## src/rtl/isa_cycle_arbiter_if.sv

```systemverilog
// isa_cycle_arbiter_if: requester and bus-cycle engine signals of the ISA cycle arbiter
interface isa_cycle_arbiter_if #(parameter int ADDR_W = 10);
  logic req0;
  logic req1;
  logic rw0;
  logic rw1;
  logic [ADDR_W-1:0] addr0;
  logic [ADDR_W-1:0] addr1;
  logic [7:0] wdata0;
  logic [7:0] wdata1;
  logic ack0;
  logic ack1;
  logic [7:0] rdata;
  logic err;
  logic [7:0] eng_ctrl;
  logic [ADDR_W-1:0] eng_addr;
  logic [7:0] eng_wdata;
  logic [7:0] eng_rdata;
  logic eng_address_load;
  logic eng_data_load;
  logic eng_control_reset;
  modport slave (
    input req0, req1, rw0, rw1, addr0, addr1, wdata0, wdata1,
    input eng_rdata, eng_address_load, eng_data_load, eng_control_reset,
    output ack0, ack1, rdata, err, eng_ctrl, eng_addr, eng_wdata
  );
  modport master (
    output req0, req1, rw0, rw1, addr0, addr1, wdata0, wdata1,
    output eng_rdata, eng_address_load, eng_data_load, eng_control_reset,
    input ack0, ack1, rdata, err, eng_ctrl, eng_addr, eng_wdata
  );
endinterface

```

## src/rtl/isa_cycle_arbiter.sv

```systemverilog
// isa_cycle_arbiter: round-robin sharing of the ISA bus-cycle engine between two requesters; ARB_TIMEOUT_EN adds an abort watchdog
module isa_cycle_arbiter #(
  parameter int ADDR_W = 10
`ifdef ARB_TIMEOUT_EN
  , parameter int TIMEOUT = 32
`endif
) (
  input logic clk,
  input logic reset,
  isa_cycle_arbiter_if.slave bus
);
  typedef enum logic [1:0] {IDLE, ISSUE, WAIT, DONE} state_t;
  state_t state;
  state_t state_nx;
  logic last_grant;
  logic gnt;
  logic dir_rd;
  logic take;
  logic sel;
  logic fin;
  logic abort;
  logic tmo;
  logic rw_sel;
  logic [ADDR_W-1:0] addr_sel;
  logic [7:0] wdata_sel;
  assign rw_sel = sel ? bus.rw1 : bus.rw0;
  assign addr_sel = sel ? bus.addr1 : bus.addr0;
  assign wdata_sel = sel ? bus.wdata1 : bus.wdata0;
  always_ff @(posedge clk or negedge reset) begin
    if (!reset) state <= IDLE;
    else state <= state_nx;
  end
  always_comb begin
    state_nx = state;
    take = 1'b0;
    fin = 1'b0;
    abort = 1'b0;
    sel = (bus.req0 && bus.req1) ? ~last_grant : bus.req1;
    case (state)
      IDLE: begin
        take = bus.req0 | bus.req1;
        state_nx = take ? ISSUE : IDLE;
      end
      ISSUE: begin
        abort = tmo;
        state_nx = tmo ? DONE : (!bus.eng_address_load ? WAIT : ISSUE);
      end
      WAIT: begin
        fin = !bus.eng_control_reset;
        abort = tmo & bus.eng_control_reset;
        state_nx = (fin | abort) ? DONE : WAIT;
      end
      default: state_nx = IDLE;
    endcase
  end
  // eng_ctrl drops on the edge leaving ISSUE; the engine has already latched the request
  always_ff @(posedge clk or negedge reset) begin
    if (!reset) begin
      last_grant <= 1'b1;
      gnt <= 1'b0;
      dir_rd <= 1'b0;
      bus.ack0 <= 1'b0;
      bus.ack1 <= 1'b0;
      bus.rdata <= 8'h00;
      bus.eng_ctrl <= 8'h00;
      bus.eng_addr <= '0;
      bus.eng_wdata <= 8'h00;
    end else begin
      if (take) begin
        last_grant <= sel;
        gnt <= sel;
        dir_rd <= rw_sel;
        bus.eng_addr <= addr_sel;
        bus.eng_wdata <= wdata_sel;
      end
      bus.eng_ctrl <= take ? {6'b0, ~rw_sel, rw_sel} : (state_nx == ISSUE ? bus.eng_ctrl : 8'h00);
      bus.ack0 <= (fin | abort) & ~gnt;
      bus.ack1 <= (fin | abort) & gnt;
      if (state == WAIT && dir_rd && !bus.eng_data_load && !abort) bus.rdata <= bus.eng_rdata;
    end
  end
`ifdef ARB_TIMEOUT_EN
  logic [7:0] tcnt;
  assign tmo = (state == ISSUE || state == WAIT) && tcnt == 8'(TIMEOUT - 1);
  always_ff @(posedge clk or negedge reset) begin
    if (!reset) begin
      tcnt <= 8'd0;
      bus.err <= 1'b0;
    end else begin
      tcnt <= take ? 8'd0 : ((state == ISSUE || state == WAIT) ? tcnt + 8'd1 : tcnt);
      bus.err <= abort ? 1'b1 : (take ? 1'b0 : bus.err);
    end
  end
`else
  assign tmo = 1'b0;
  assign bus.err = 1'b0;
`endif
endmodule

```

## src/flat_wrapper.sv

```systemverilog
// flat-port wrapper written by rule: the top's interface ports become plain ports
module isa_cycle_arbiter_flat 
#(
  parameter int ADDR_W = 10

)
  (clk, reset, bus_req0, bus_req1, bus_rw0, bus_rw1, bus_addr0, bus_addr1, bus_wdata0, bus_wdata1, bus_eng_rdata, bus_eng_address_load, bus_eng_data_load, bus_eng_control_reset, bus_ack0, bus_ack1, bus_rdata, bus_err, bus_eng_ctrl, bus_eng_addr, bus_eng_wdata);
  isa_cycle_arbiter_if #(.ADDR_W(ADDR_W)) bus_i ();
  input logic clk;
  input logic reset;
  input wire logic [$bits(bus_i.req0)-1:0] bus_req0;
  input wire logic [$bits(bus_i.req1)-1:0] bus_req1;
  input wire logic [$bits(bus_i.rw0)-1:0] bus_rw0;
  input wire logic [$bits(bus_i.rw1)-1:0] bus_rw1;
  input wire logic [$bits(bus_i.addr0)-1:0] bus_addr0;
  input wire logic [$bits(bus_i.addr1)-1:0] bus_addr1;
  input wire logic [$bits(bus_i.wdata0)-1:0] bus_wdata0;
  input wire logic [$bits(bus_i.wdata1)-1:0] bus_wdata1;
  input wire logic [$bits(bus_i.eng_rdata)-1:0] bus_eng_rdata;
  input wire logic [$bits(bus_i.eng_address_load)-1:0] bus_eng_address_load;
  input wire logic [$bits(bus_i.eng_data_load)-1:0] bus_eng_data_load;
  input wire logic [$bits(bus_i.eng_control_reset)-1:0] bus_eng_control_reset;
  output wire logic [$bits(bus_i.ack0)-1:0] bus_ack0;
  output wire logic [$bits(bus_i.ack1)-1:0] bus_ack1;
  output wire logic [$bits(bus_i.rdata)-1:0] bus_rdata;
  output wire logic [$bits(bus_i.err)-1:0] bus_err;
  output wire logic [$bits(bus_i.eng_ctrl)-1:0] bus_eng_ctrl;
  output wire logic [$bits(bus_i.eng_addr)-1:0] bus_eng_addr;
  output wire logic [$bits(bus_i.eng_wdata)-1:0] bus_eng_wdata;
  assign bus_i.req0 = bus_req0;
  assign bus_i.req1 = bus_req1;
  assign bus_i.rw0 = bus_rw0;
  assign bus_i.rw1 = bus_rw1;
  assign bus_i.addr0 = bus_addr0;
  assign bus_i.addr1 = bus_addr1;
  assign bus_i.wdata0 = bus_wdata0;
  assign bus_i.wdata1 = bus_wdata1;
  assign bus_i.eng_rdata = bus_eng_rdata;
  assign bus_i.eng_address_load = bus_eng_address_load;
  assign bus_i.eng_data_load = bus_eng_data_load;
  assign bus_i.eng_control_reset = bus_eng_control_reset;
  assign bus_ack0 = bus_i.ack0;
  assign bus_ack1 = bus_i.ack1;
  assign bus_rdata = bus_i.rdata;
  assign bus_err = bus_i.err;
  assign bus_eng_ctrl = bus_i.eng_ctrl;
  assign bus_eng_addr = bus_i.eng_addr;
  assign bus_eng_wdata = bus_i.eng_wdata;
  isa_cycle_arbiter #(.ADDR_W(ADDR_W)) u_core (.clk(clk), .reset(reset), .bus(bus_i));
endmodule
```

## config.mk

```make
export PLATFORM = sky130hd
export DESIGN_NAME = isa_cycle_arbiter_flat
export DESIGN_NICKNAME = d
export VERILOG_FILES = /design/src/rtl/isa_cycle_arbiter_if.sv /design/src/rtl/isa_cycle_arbiter.sv /design/src/flat_wrapper.sv
export SDC_FILE = /design/constraint.sdc
export NUM_CORES = 1
export LEC_CHECK = 0
export ABC_CLOCK_PERIOD_IN_PS = 4820
export BUFFER_PORTS_ARGS = -buffer_cell sky130_fd_sc_hd__buf_2
export CORE_ASPECT_RATIO = 0.6
export CORE_MARGIN = 1
export CORE_UTILIZATION = 49
export CTS_CLUSTER_SIZE = 40
export DETAILED_ROUTE_END_ITERATION = 10
export GPL_TIMING_DRIVEN = 0
export PLACE_DENSITY = 0.89
export SETUP_SLACK_MARGIN = 0.5
export SLEW_MARGIN = 20
export SYNTH_ARGS = -nofsm -noshare
export SYNTH_HDL_FRONTEND = slang
export SYNTH_SLANG_ARGS = --single-unit
```

## constraint.sdc

```tcl
create_clock -name clk -period 4.82 [get_ports clk]
set_clock_uncertainty 0.05 [all_clocks]
set_input_delay 0.241 -clock clk [delete_from_list [all_inputs] [get_ports clk]]
set_output_delay 0.241 -clock clk [all_outputs]
set_load 0.01 [all_outputs]
```

==> results.tsv, run 1 <==
stage	metric	value	unit
clocking	clk root buf	clkbuf_8	
sta	fin. max-slew vios	0	
clocking	clock latency on the worst-skew pair	280	ps
drt	wire per inst	13.6	um
global_route	Most Used Layer, Global Route	met2	
power_and_ir_drop	Max VDD drop	0.263	mV
yosys	Synth Register Bits	35	
cells_and_area	Area growth syn-to-layout	33.3	%
sta	Slew Limit Headroom	50.3	%
drt	Via density	4.66	
yosys	top-count cell post-synth	mux2_4	
yosys	Post-synth top flop	dfrtp_1	
floorplan	# IOs	90	
drt	Vias	1194	
sta	final hold vios	0	
global_route	largest net degree at the start of global routing	36	
power_and_ir_drop	total power	0.00134	W
setup_path	crit path DAT	1730	ps
clocking	CTS tree	done	
floorplan	# rows	16	
drt	DRT iter0 DRCs	40	
yosys	yosys warns	0	
yosys	Distinct cells, synth	24	
yosys	Cells after Synth	114	
floorplan	core region area	3340	um^2
yosys	Post-Syn Area	1770	um^2
sta	RSZ-0062 raised after global routing	no	
yosys	Synth top area share	48.2	%
power_and_ir_drop	pwr dens	569	nW/um^2
clocking	CTS sink count	35	
clocking	htree depth	2	
setup_path	startpoint types	register	
global_route	total grt overflow	0	
sta	min cycle time layout	1620	ps
setup_path	Crit Path Class	register to register	
cells_and_area	fillers	254	
yosys	Post-synth EDFFs	0	
global_route	GR Layer Usage met1	26.5	%
drt	1st-pass router iterations	4	
clocking	Setup Buffers After CTS	0	
sta	fin crit share	33.5	%
drt	post-route ant nets	0	
yosys	sequential cell area fraction in the yosys report	49.7	%
placed_design	global placement routability congestion	0.786	
placed_design	Final HPWL DP	2720	um
global_route	GR Util met2	31.6	%
setup_path	CP Capture Type	register	
drt	Total Routed Length	3470	um
global_route	global-route met3 utilization	5.66	%
yosys	share of synthesized registers carrying an async set or reset	100	%
cells_and_area	Ant. Diodes	0	
sta	Peak Freq	619	MHz
clocking	CTS clock-pin slew for the worst setup and hold paths	80	ps
floorplan	die width	79.5	um
yosys	Yosys top cell by area	dfrtp_1	
min_path	min-delay worst type	input pin to register	
sta	setup_tns	0	ps
global_route	Tot GR Track Use	20.0	%
yosys	Synth area leaders	dfrtp_1 (48%), mux2_4 (31%), mux2_2 (5.1%), buf_4 (3.8%), dfstp_2 (1.5%)	
setup_path	CP Max Fanout	8	
run_status	status	finished, final reports clean	
global_route	first-pass GRT wire length	5660	um
yosys	synthesized area per cell	15.5	um^2
placed_design	Port Buffers	82	
floorplan	initial core utilization	52.8	%
clocking	CTS Buffer Depth	2	
sta	Final setup violation count	0	
floorplan	die area	3850	um^2
setup_path	CP required	4930	ps
yosys	Post-synth top cells	mux2_4 (36), dfrtp_1 (34), buf_4 (9), mux2_2 (8), o21ai_0 (3)	
cells_and_area	layout cell share with drive strength beyond 1	70.6	%
drt	# DRC	0	
sta	Least-Margin Pin Slew	745	ps
cells_and_area	fin nets	263	
flow_run	maxcap violations	0	
global_route	vias in the first global route	1151	
clocking	CTS Buf Count	5	
power_and_ir_drop	P_leak	1.28	nW
global_route	initial antenna violation count	0	
floorplan	die height	48.5	um
-- cell type report --
| type | instances | area [um^2] | area share (%) |
|---|---|---|---|
| Sequential cell | 35 | 877 | 37.3 |
| Multi-Input combinational cell | 73 | 817 | 34.7 |
| Timing Repair Buffer | 83 | 420 | 17.9 |
| Buffer | 11 | 90.1 | 3.83 |
| Clock buffer | 5 | 68.8 | 2.92 |
| Tap cell | 45 | 56.3 | 2.39 |
| Clock inverter | 3 | 20.0 | 0.851 |
| Inverter | 1 | 3.75 | 0.159 |
-- cells by family (layout without fill, tap and decap cells) --
family | after synthesis | after routing | synth area share, %
buffers and inverters | 12 | 103 | 5.31
AOI/OAI and AO/OA | 9 | 9 | 3.83
DFF | 35 | 35 | 49.7
and+or+nand+nor | 11 | 11 | 4.11
other | 1 | 7 | 0.212
muxes | 46 | 46 | 36.9
-- worst paths after layout --
path	from	end	slack (ps)	depth (start not counted)
setup reg to reg	u_core.state[0]	u_core.bus.rdata[7]	3200	3
max in group asynchronous	reset	u_core.bus.eng_addr[5]	3730	2
hold reg to reg	u_core.gnt	u_core.bus.ack0	450	1
min in group asynchronous	reset	u_core.bus.eng_addr[9]	510	2
setup / recovery	u_core.state[0]	u_core.bus.rdata[7]	3200	3
hold / removal	bus_eng_control_reset	u_core.bus.ack1	80	2
-- per-stage QoR --
stage | instance area, um^2 | worst slack, ps | hold slack (ps) | std cells | utilization, %
5_1_grt | 2350 | 3120 | 83.9 | 256 | 70.4
3_3_place_gp | 2250 | 3240 | 295 | 247 | 67.4
3_5_place_dp | 2250 | 3210 | 305 | 247 | 67.4
2_1_floorplan | 1790 | 3300 | -105 | 120 | -
6_report | 2350 | 3200 | 82.7 | 256 | 70.4
4_1_cts | 2350 | 3200 | 77.7 | 256 | 70.4
-- where the power goes --
| group | switching [W] | internal [W] | leakage, nW |
|---|---|---|---|
| Combinational | 0.000258 | 0.000358 | 0.814 |
| Clock | 0.000106 | 0.000100 | 0.0402 |
| Sequential | 0.0000778 | 0.000439 | 0.421 |
| Total | 0.000442 | 0.000897 | 1.28 |
-- layer usage --
metal  wire length (um)  part of all wire, %
met5                  0                    0
met4                 36                  1.0
met3                196                  5.6
met2               1670                   48
met1               1570                   45
-- state kept, by name, summed over array words and instances (netlist names) --
signal / count
u_core.last_grant: 1
u_core.dir_rd: 1
u_core.bus.eng_ctrl: 2
u_core.bus.eng_addr: 10
u_core.bus.eng_wdata: 8
u_core.bus.rdata: 8
u_core.bus.ack0: 1
u_core.gnt: 1
u_core.bus.ack1: 1
u_core.state: 2
-- what timing repair did --
item | 4_1_cts | 5_1_grt
endpoints found under the hold margin | 28 | 0
hold buffers | 1 | 0
gates resized for setup | 0 | 0
-- cell usage in the layout (no fill, tap or decap), drive strengths merged --
cell          n
or3           1
nand2         1
a21o          1
mux2i         2
dfstp         1
nor3b         1
nor2          2
buf          93
a21oi         1
and3b         1
o21a          1
nor3          3
nand2b        2
clkbuf        5
a22o          1
a21bo         1
o21ai         3
clkinvlp      2
clkinv        1
a31oi         1
conb          7
dfrtp        34
dlygate4sd3   1
mux2         44
inv           1
-- worst max-delay path: stages (launching register included) --
cell,delay (ps)
dfrtp_1,420
nand2b_1,260
nor3_4,370
mux2_2,390
(Power assumes the default switching activity.)
==> inputs of run 2 (changes only) <==
--- a/config.mk
+++ b/config.mk
@@ -5,15 +5,15 @@
 export SDC_FILE = /design/constraint.sdc
 export NUM_CORES = 1
 export LEC_CHECK = 0
-export ABC_CLOCK_PERIOD_IN_PS = 4820
+export ABC_CLOCK_PERIOD_IN_PS = 1300
 export BUFFER_PORTS_ARGS = -buffer_cell sky130_fd_sc_hd__buf_2
 export CORE_ASPECT_RATIO = 0.6
 export CORE_MARGIN = 1
-export CORE_UTILIZATION = 49
+export CORE_UTILIZATION = 41
 export CTS_CLUSTER_SIZE = 40
 export DETAILED_ROUTE_END_ITERATION = 10
 export GPL_TIMING_DRIVEN = 0
-export PLACE_DENSITY = 0.89
+export PLACE_DENSITY = 0.8
 export SETUP_SLACK_MARGIN = 0.5
 export SLEW_MARGIN = 20
 export SYNTH_ARGS = -nofsm -noshare
==> constraint.sdc (replaced) <==
create_clock -name clk -period 1.3 [get_ports clk]
set_clock_uncertainty 0.05 [all_clocks]
set_input_delay 0.065 -clock clk [delete_from_list [all_inputs] [get_ports clk]]
set_output_delay 0.065 -clock clk [all_outputs]
set_load 0.01 [all_outputs]
==> results.tsv, run 2 (synthesis gave the netlist of run 1 again) <==
stage	metric	value	unit	change
clocking	CTS Buf Count	5		unchanged
cells_and_area	Finished Cell Area	2650	um^2	+13%
clocking	htree depth	2		unchanged
power_and_ir_drop	Sequential Power Share	34.5	%	-4.1 points
drt	DRT iter0 DRCs	70		+75%
setup_path	Crit Path Class	register to register		
clocking	CTS clock-pin slew for the worst setup and hold paths	70	ps	about the same
sta	final hold vios	42		+42
setup_path	crit-path cells	a21bo_4 -> buf_12 -> mux2_4 -> mux2_4		
power_and_ir_drop	pwr dens	2150	nW/um^2	+280%
global_route	initial antenna violation count	0		unchanged
global_route	total grt overflow	0		unchanged
global_route	vias in the first global route	1273		+11%
global_route	Tot GR Track Use	17.9	%	-2.1 points
setup_path	CP Max Fanout	10		+2
sta	worst hold margin	-185	ps	-268 ps
power_and_ir_drop	Cell Int Power	0.00386	W	+330%
drt	post-route ant nets	0		unchanged
cells_and_area	post-route non-filler standard cell count	286		+12%
power_and_ir_drop	Sw Share	32.1	%	-0.91 points
drt	1st-pass router iterations	4		unchanged
clocking	Post-CTS Hold Buffers	3		+2
sta	fin crit share	122	%	+88 points
power_and_ir_drop	Psw	0.00182	W	+310%
power_and_ir_drop	clock share of power	14.9	%	-0.5 points
floorplan	die width	86.7	um	+9.1%
cells_and_area	Area growth syn-to-layout	50.0	%	
drt	wire per inst	14.5	um	+6.9%
clocking	CTS sink count	35		unchanged
placed_design	Inst Count DP	262		+6.1%
setup_path	startpoint types	register		
setup_path	Worst path slowest cell	dfstp_2		
setup_path	crit path DAT	1690	ps	-40 ps
cells_and_area	Regs by FF count	u_core.bus.eng_addr x10, u_core.bus.eng_wdata x8, u_core.bus.rdata x8		
placed_design	global placement routability congestion	0.703		-11%
sta	PnR worst setup slack	-284	ps	-3490 ps
setup_path	CP Capture Type	register		
clocking	clock latency on the worst-skew pair	270	ps	about the same
placed_design	Port Buffers	82		unchanged
global_route	first-pass GRT wire length	6030	um	+6.5%
cells_and_area	most common cell after layout, fill and taps aside	buf_2		
floorplan	core region area	4120	um^2	+23%
sta	RSZ-0062 raised after global routing	yes		
sta	Final setup violation count	31		+31
cells_and_area	commonest non-fill, non-tap cells in the layout	buf_2 (81), mux2_4 (44), dfrtp_1 (32)		
drt	Total Routed Length	4150	um	+19%
cells_and_area	max reg flops	10		unchanged
flow_run	maxcap violations	0		unchanged
cells_and_area	layout cell share with drive strength beyond 1	75.7	%	+5.0 points
floorplan	# rows	18		+2
cells_and_area	fin nets	278		+5.7%
run_status	status	complete, but fails checks		
cells_and_area	Ant. Diodes	0		unchanged
drt	# DRC	0		unchanged
setup_path	CP required	1410	ps	-3520 ps
global_route	largest net degree at the start of global routing	36		unchanged
drt	Vias	1268		+6.2%
sta	Slew Limit Headroom	47.9	%	-2.4 points
clocking	clk root buf	clkbuf_8		
sta	setup_tns	-6180	ps	-6180 ps
sta	fin. max-slew vios	0		unchanged
cells_and_area	fillers	307		+21%
placed_design	Final HPWL DP	2880	um	+5.9%
power_and_ir_drop	total power	0.00569	W	+320%
cells_and_area	largest reg by FF count	u_core.bus.eng_addr		
power_and_ir_drop	P_leak	1.41	nW	+11%
floorplan	die area	4580	um^2	+19%
power_and_ir_drop	Max VDD drop	0.915	mV	+250%
floorplan	die height	52.8	um	+8.9%
clocking	CTS tree	done		
sta	min cycle time layout	1580	ps	-31.2 ps
clocking	CTS Buffer Depth	2		unchanged
sta	Least-Margin Pin Slew	782	ps	+36.3 ps
floorplan	initial core utilization	42.8	%	-10 points
drt	Via density	4.43		-4.9%
setup_path	CP max stage delay	550	ps	+130 ps
placed_design	area of placed instances	2340	um^2	+3.7%
run_status	violated checks	negative hold slack, negative setup slack		
min_path	min-delay worst type	input pin to asynchronous set/reset pin		
sta	Peak Freq	631	MHz	+2.0%
setup_path	crit-path most repeated cell	mux2_4		
floorplan	# IOs	90		unchanged
power_and_ir_drop	Comb pwr share	50.6	%	+4.6 points
-- run 2: cell count changes in the layout (fill, tap and decap cells not counted), sizes merged --
cell | previous run | this run
buf | 93 | 106
clkbuf | 5 | 8
clkinvlp | 2 | 0
dlygate4sd3 | 1 | 3
clkinv | 1 | 0
-- run 2: area by class of cell --
class                      count  area (um^2)  share of cell area [%]
clock buffer                   8          100                    3.78
sequential                    35          880                    33.2
tap                           60         75.1                    2.83
timing repair buffer          98          582                    22.0
buffer                        11          111                    4.20
multi-input combinational     73          897                    33.9
inverter                       1         3.75                   0.142
-- run 2: critical path, delay by kind of cell, from the launching register on --
kind,cells,cell delay [ps]
mux,2,570
compound gates,1,150
flops,1,550
buf+inv,1,150
-- run 2: layer usage --
metal	share of wire (%)	GRT usage, %	wire length (um)
met3	2.3	3.15	97
met1	47	23.2	1940
met5	0	0	0
met2	51	31.5	2110
met4	0	4.17	0
-- run 2: worst paths after layout --
kind	slack, ps	depth (start not counted)	to	from
setup / recovery	-280	4	u_core.bus.eng_addr[7]	u_core.last_grant
hold / removal	-180	1	u_core.bus.rdata[4]	reset
setup reg to reg	-280	4	u_core.bus.eng_addr[7]	u_core.last_grant
hold reg to reg	410	1	u_core.bus.ack0	u_core.gnt
max in group asynchronous	840	1	u_core.state[1]	reset
min in group clk	-30	2	u_core.bus.rdata[4]	bus_eng_rdata[4]
-- run 2: power groups by stage --
stage | registers [W] | logic (W) | clock network [W]
after floorplan | 0.00214 | 0.00149 | 0
after detailed placement | 0.00196 | 0.00246 | 0
after global routing | 0.00202 | 0.00307 | 0.000932
final | 0.00196 | 0.00288 | 0.000845
after CTS | 0.00195 | 0.00263 | 0.000869
after global placement | 0.00193 | 0.00241 | 0
-- run 2: timing repair --
action / 4_1_cts / 5_1_grt
setup buffers: 6 / 7
gates resized for setup: 10 / 10
endpoints found under the setup margin: 65 / 65
hold endpoints to repair: 46 / 42
pin swaps: 2 / 3
-- run 2: stage by stage --
step	worst slack (ps)	util, %
after floorplan	-219	-
after global placement	-320	56.7
after detailed placement	-352	56.7
after CTS	-285	62.1
after global routing	-327	64.3
final	-284	64.3
==> inputs of run 3 (changes only) <==
--- a/config.mk
+++ b/config.mk
@@ -9,11 +9,12 @@
 export BUFFER_PORTS_ARGS = -buffer_cell sky130_fd_sc_hd__buf_2
 export CORE_ASPECT_RATIO = 0.6
 export CORE_MARGIN = 1
-export CORE_UTILIZATION = 41
+export CORE_UTILIZATION = 42
+export CTS_BUF_LIST = sky130_fd_sc_hd__clkbuf_4
 export CTS_CLUSTER_SIZE = 40
 export DETAILED_ROUTE_END_ITERATION = 10
 export GPL_TIMING_DRIVEN = 0
-export PLACE_DENSITY = 0.8
+export PLACE_DENSITY = 0.82
 export SETUP_SLACK_MARGIN = 0.5
 export SLEW_MARGIN = 20
 export SYNTH_ARGS = -nofsm -noshare
==> results.tsv, run 3 (synthesis gave the netlist of run 1 again) <==
stage	metric	value	unit	change
cells_and_area	fillers	260		-15%
setup_path	crit path DAT	1760	ps	+70 ps
floorplan	# IOs	90		unchanged
cells_and_area	Area growth syn-to-layout	59.6	%	
global_route	Tot GR Track Use	20.7	%	+2.8 points
power_and_ir_drop	pwr dens	2070	nW/um^2	-3.5%
cells_and_area	commonest non-fill, non-tap cells in the layout	buf_2 (81), mux2_4 (44), buf_4 (32), dfrtp_1 (32), dlygate4sd3_1 (12)		
clocking	CTS Buf Count	5		unchanged
clocking	Post-CTS Hold Buffers	12		+9
floorplan	die area	4480	um^2	-2.3%
sta	RSZ-0062 raised after global routing	yes		
cells_and_area	fin nets	305		+9.7%
setup_path	CP required	1470	ps	+60 ps
sta	worst hold margin	-255	ps	-69.6 ps
floorplan	core region area	3850	um^2	-6.6%
power_and_ir_drop	P_leak	1.52	nW	+7.4%
clocking	clk root buf	clkbuf_4		
power_and_ir_drop	Sequential Power Share	33.6	%	-0.9 points
floorplan	die height	52.2	um	-1.2%
drt	post-route ant nets	0		unchanged
placed_design	global placement routability congestion	0.727		+3.3%
setup_path	CP Max Fanout	10		unchanged
power_and_ir_drop	Comb pwr share	56.2	%	+5.6 points
sta	Least-Margin Pin Slew	762	ps	-19.6 ps
power_and_ir_drop	Cell Int Power	0.00394	W	+1.9%
clocking	CTS clock-pin slew for the worst setup and hold paths	100	ps	+30 ps
placed_design	Port Buffers	82		unchanged
sta	fin. max-slew vios	0		unchanged
global_route	initial antenna violation count	0		unchanged
drt	Total Routed Length	4490	um	+8.2%
global_route	total grt overflow	0		unchanged
setup_path	CP Capture Type	register		
setup_path	Crit Path Class	register to register		
floorplan	# rows	17		-1
power_and_ir_drop	Sw Share	32.6	%	+0.47 points
drt	1st-pass router iterations	4		unchanged
sta	Peak Freq	628	MHz	-0.47%
sta	min cycle time layout	1590	ps	+7.46 ps
global_route	largest net degree at the start of global routing	36		unchanged
global_route	first-pass GRT wire length	6790	um	+13%
power_and_ir_drop	clock share of power	10.2	%	-4.7 points
drt	Vias	1392		+9.8%
setup_path	startpoint types	register		
global_route	vias in the first global route	1427		+12%
cells_and_area	register area	880	um^2	unchanged
cells_and_area	multi-input logic area	898	um^2	+0.14%
floorplan	initial core utilization	45.9	%	+3.0 points
sta	Slew Limit Headroom	49.2	%	+1.3 points
drt	wire per inst	14.5	um	-0.14%
cells_and_area	layout cell share with drive strength beyond 1	75.1	%	-0.56 points
run_status	violated checks	negative hold slack, negative setup slack		
run_status	status	complete, but fails checks		
clocking	CTS sink count	35		unchanged
cells_and_area	largest reg by FF count	u_core.bus.eng_addr		
clocking	clock latency on the worst-skew pair	330	ps	+60 ps
drt	Via density	4.49		+1.3%
power_and_ir_drop	Max VDD drop	1.21	mV	+32%
placed_design	Final HPWL DP	2780	um	-3.8%
cells_and_area	most common cell after layout, fill and taps aside	buf_2		
sta	final hold vios	34		-19%
cells_and_area	max reg flops	10		unchanged
clocking	CTS tree	done		
sta	fin crit share	122	%	+0.57 points
clocking	CTS Buffer Depth	2		unchanged
floorplan	die width	85.7	um	-1.2%
sta	Final setup violation count	32		+3.2%
clocking	htree depth	2		unchanged
flow_run	maxcap violations	0		unchanged
drt	DRT iter0 DRCs	55		-21%
power_and_ir_drop	total power	0.00583	W	+2.6%
cells_and_area	Ant. Diodes	0		unchanged
cells_and_area	Regs by FF count	u_core.bus.eng_addr x10, u_core.bus.eng_wdata x8, u_core.bus.rdata x8		
drt	# DRC	0		unchanged
min_path	min-delay worst type	input pin to asynchronous set/reset pin		
sta	PnR worst setup slack	-292	ps	-7.46 ps
power_and_ir_drop	Psw	0.00190	W	+4.1%
-- run 3: layout make-up --
| type | instances | area share (%) |
|---|---|---|
| sequential | 35 | 31.2 |
| buffer | 11 | 3.95 |
| tap | 57 | 2.53 |
| inverter | 1 | 0.133 |
| timing repair buffer | 125 | 28.2 |
| multi-input combinational | 73 | 31.9 |
| clock buffer | 7 | 1.87 |
| clock inverter | 1 | 0.178 |
-- run 3: final timing paths --
| check | endpoint | startpoint | slack (ps) | depth (start not counted) |
|---|---|---|---|---|
| min in group clk | u_core.bus.eng_ctrl[0] | bus_rw0 | 20 | 3 |
| max reg2reg | u_core.bus.eng_addr[4] | u_core.last_grant | -290 | 4 |
| max in group asynchronous | u_core.state[1] | reset | 930 | 1 |
| max | u_core.bus.eng_addr[4] | u_core.last_grant | -290 | 4 |
| min reg2reg | u_core.bus.ack0 | u_core.gnt | 470 | 1 |
| min | u_core.bus.eng_wdata[3] | reset | -250 | 1 |
-- run 3: power groups by stage --
stage	sequential [W]	combinational [W]	clock, W
global placement	0.00193	0.00242	0
global route	0.00201	0.00347	0.000666
CTS	0.00192	0.00299	0.000608
floorplan	0.00214	0.00149	0
finish	0.00196	0.00328	0.000594
detailed placement	0.00196	0.00246	0
-- run 3: metal layers --
layer | GRT usage [%] | wire (um) | vias up
met4 | 6.67 | 23 | 0
met3 | 4.09 | 177 | 3
met5 | 0 | 0 | -
met1 | 25.9 | 2020 | 679
met2 | 36.8 | 2270 | 43
li1 | - | - | 667
-- run 3: critical path, stage by stage (launching register included) --
cell and delay [ps]:
dfstp_2 550, a21bo_4 160, buf_12 150, mux2_4 310
mux2_4 260
-- run 3: stage by stage --
stage,util [%],setup TNS [ps],setup slack [ps],cell area (um^2),cells
3_5_place_dp,60.6,-8040,-338,2330,259
6_report,73.2,-7260,-292,2820,310
5_1_grt,73.2,-8390,-319,2820,310
2_1_floorplan,-,-5540,-219,1850,120
3_3_place_gp,60.6,-7540,-317,2330,259
4_1_cts,70.5,-6610,-278,2710,300
-- run 3: repair_timing --
| action | CTS | global route |
|---|---|---|
| endpoints found under the hold margin | 46 | 34 |
| resized for setup | 11 | 7 |
| setup endpoints to repair | 65 | 65 |
| pin swaps | 3 | 2 |
| cloned | 0 | 0 |
| setup buffers | 21 | 10 |
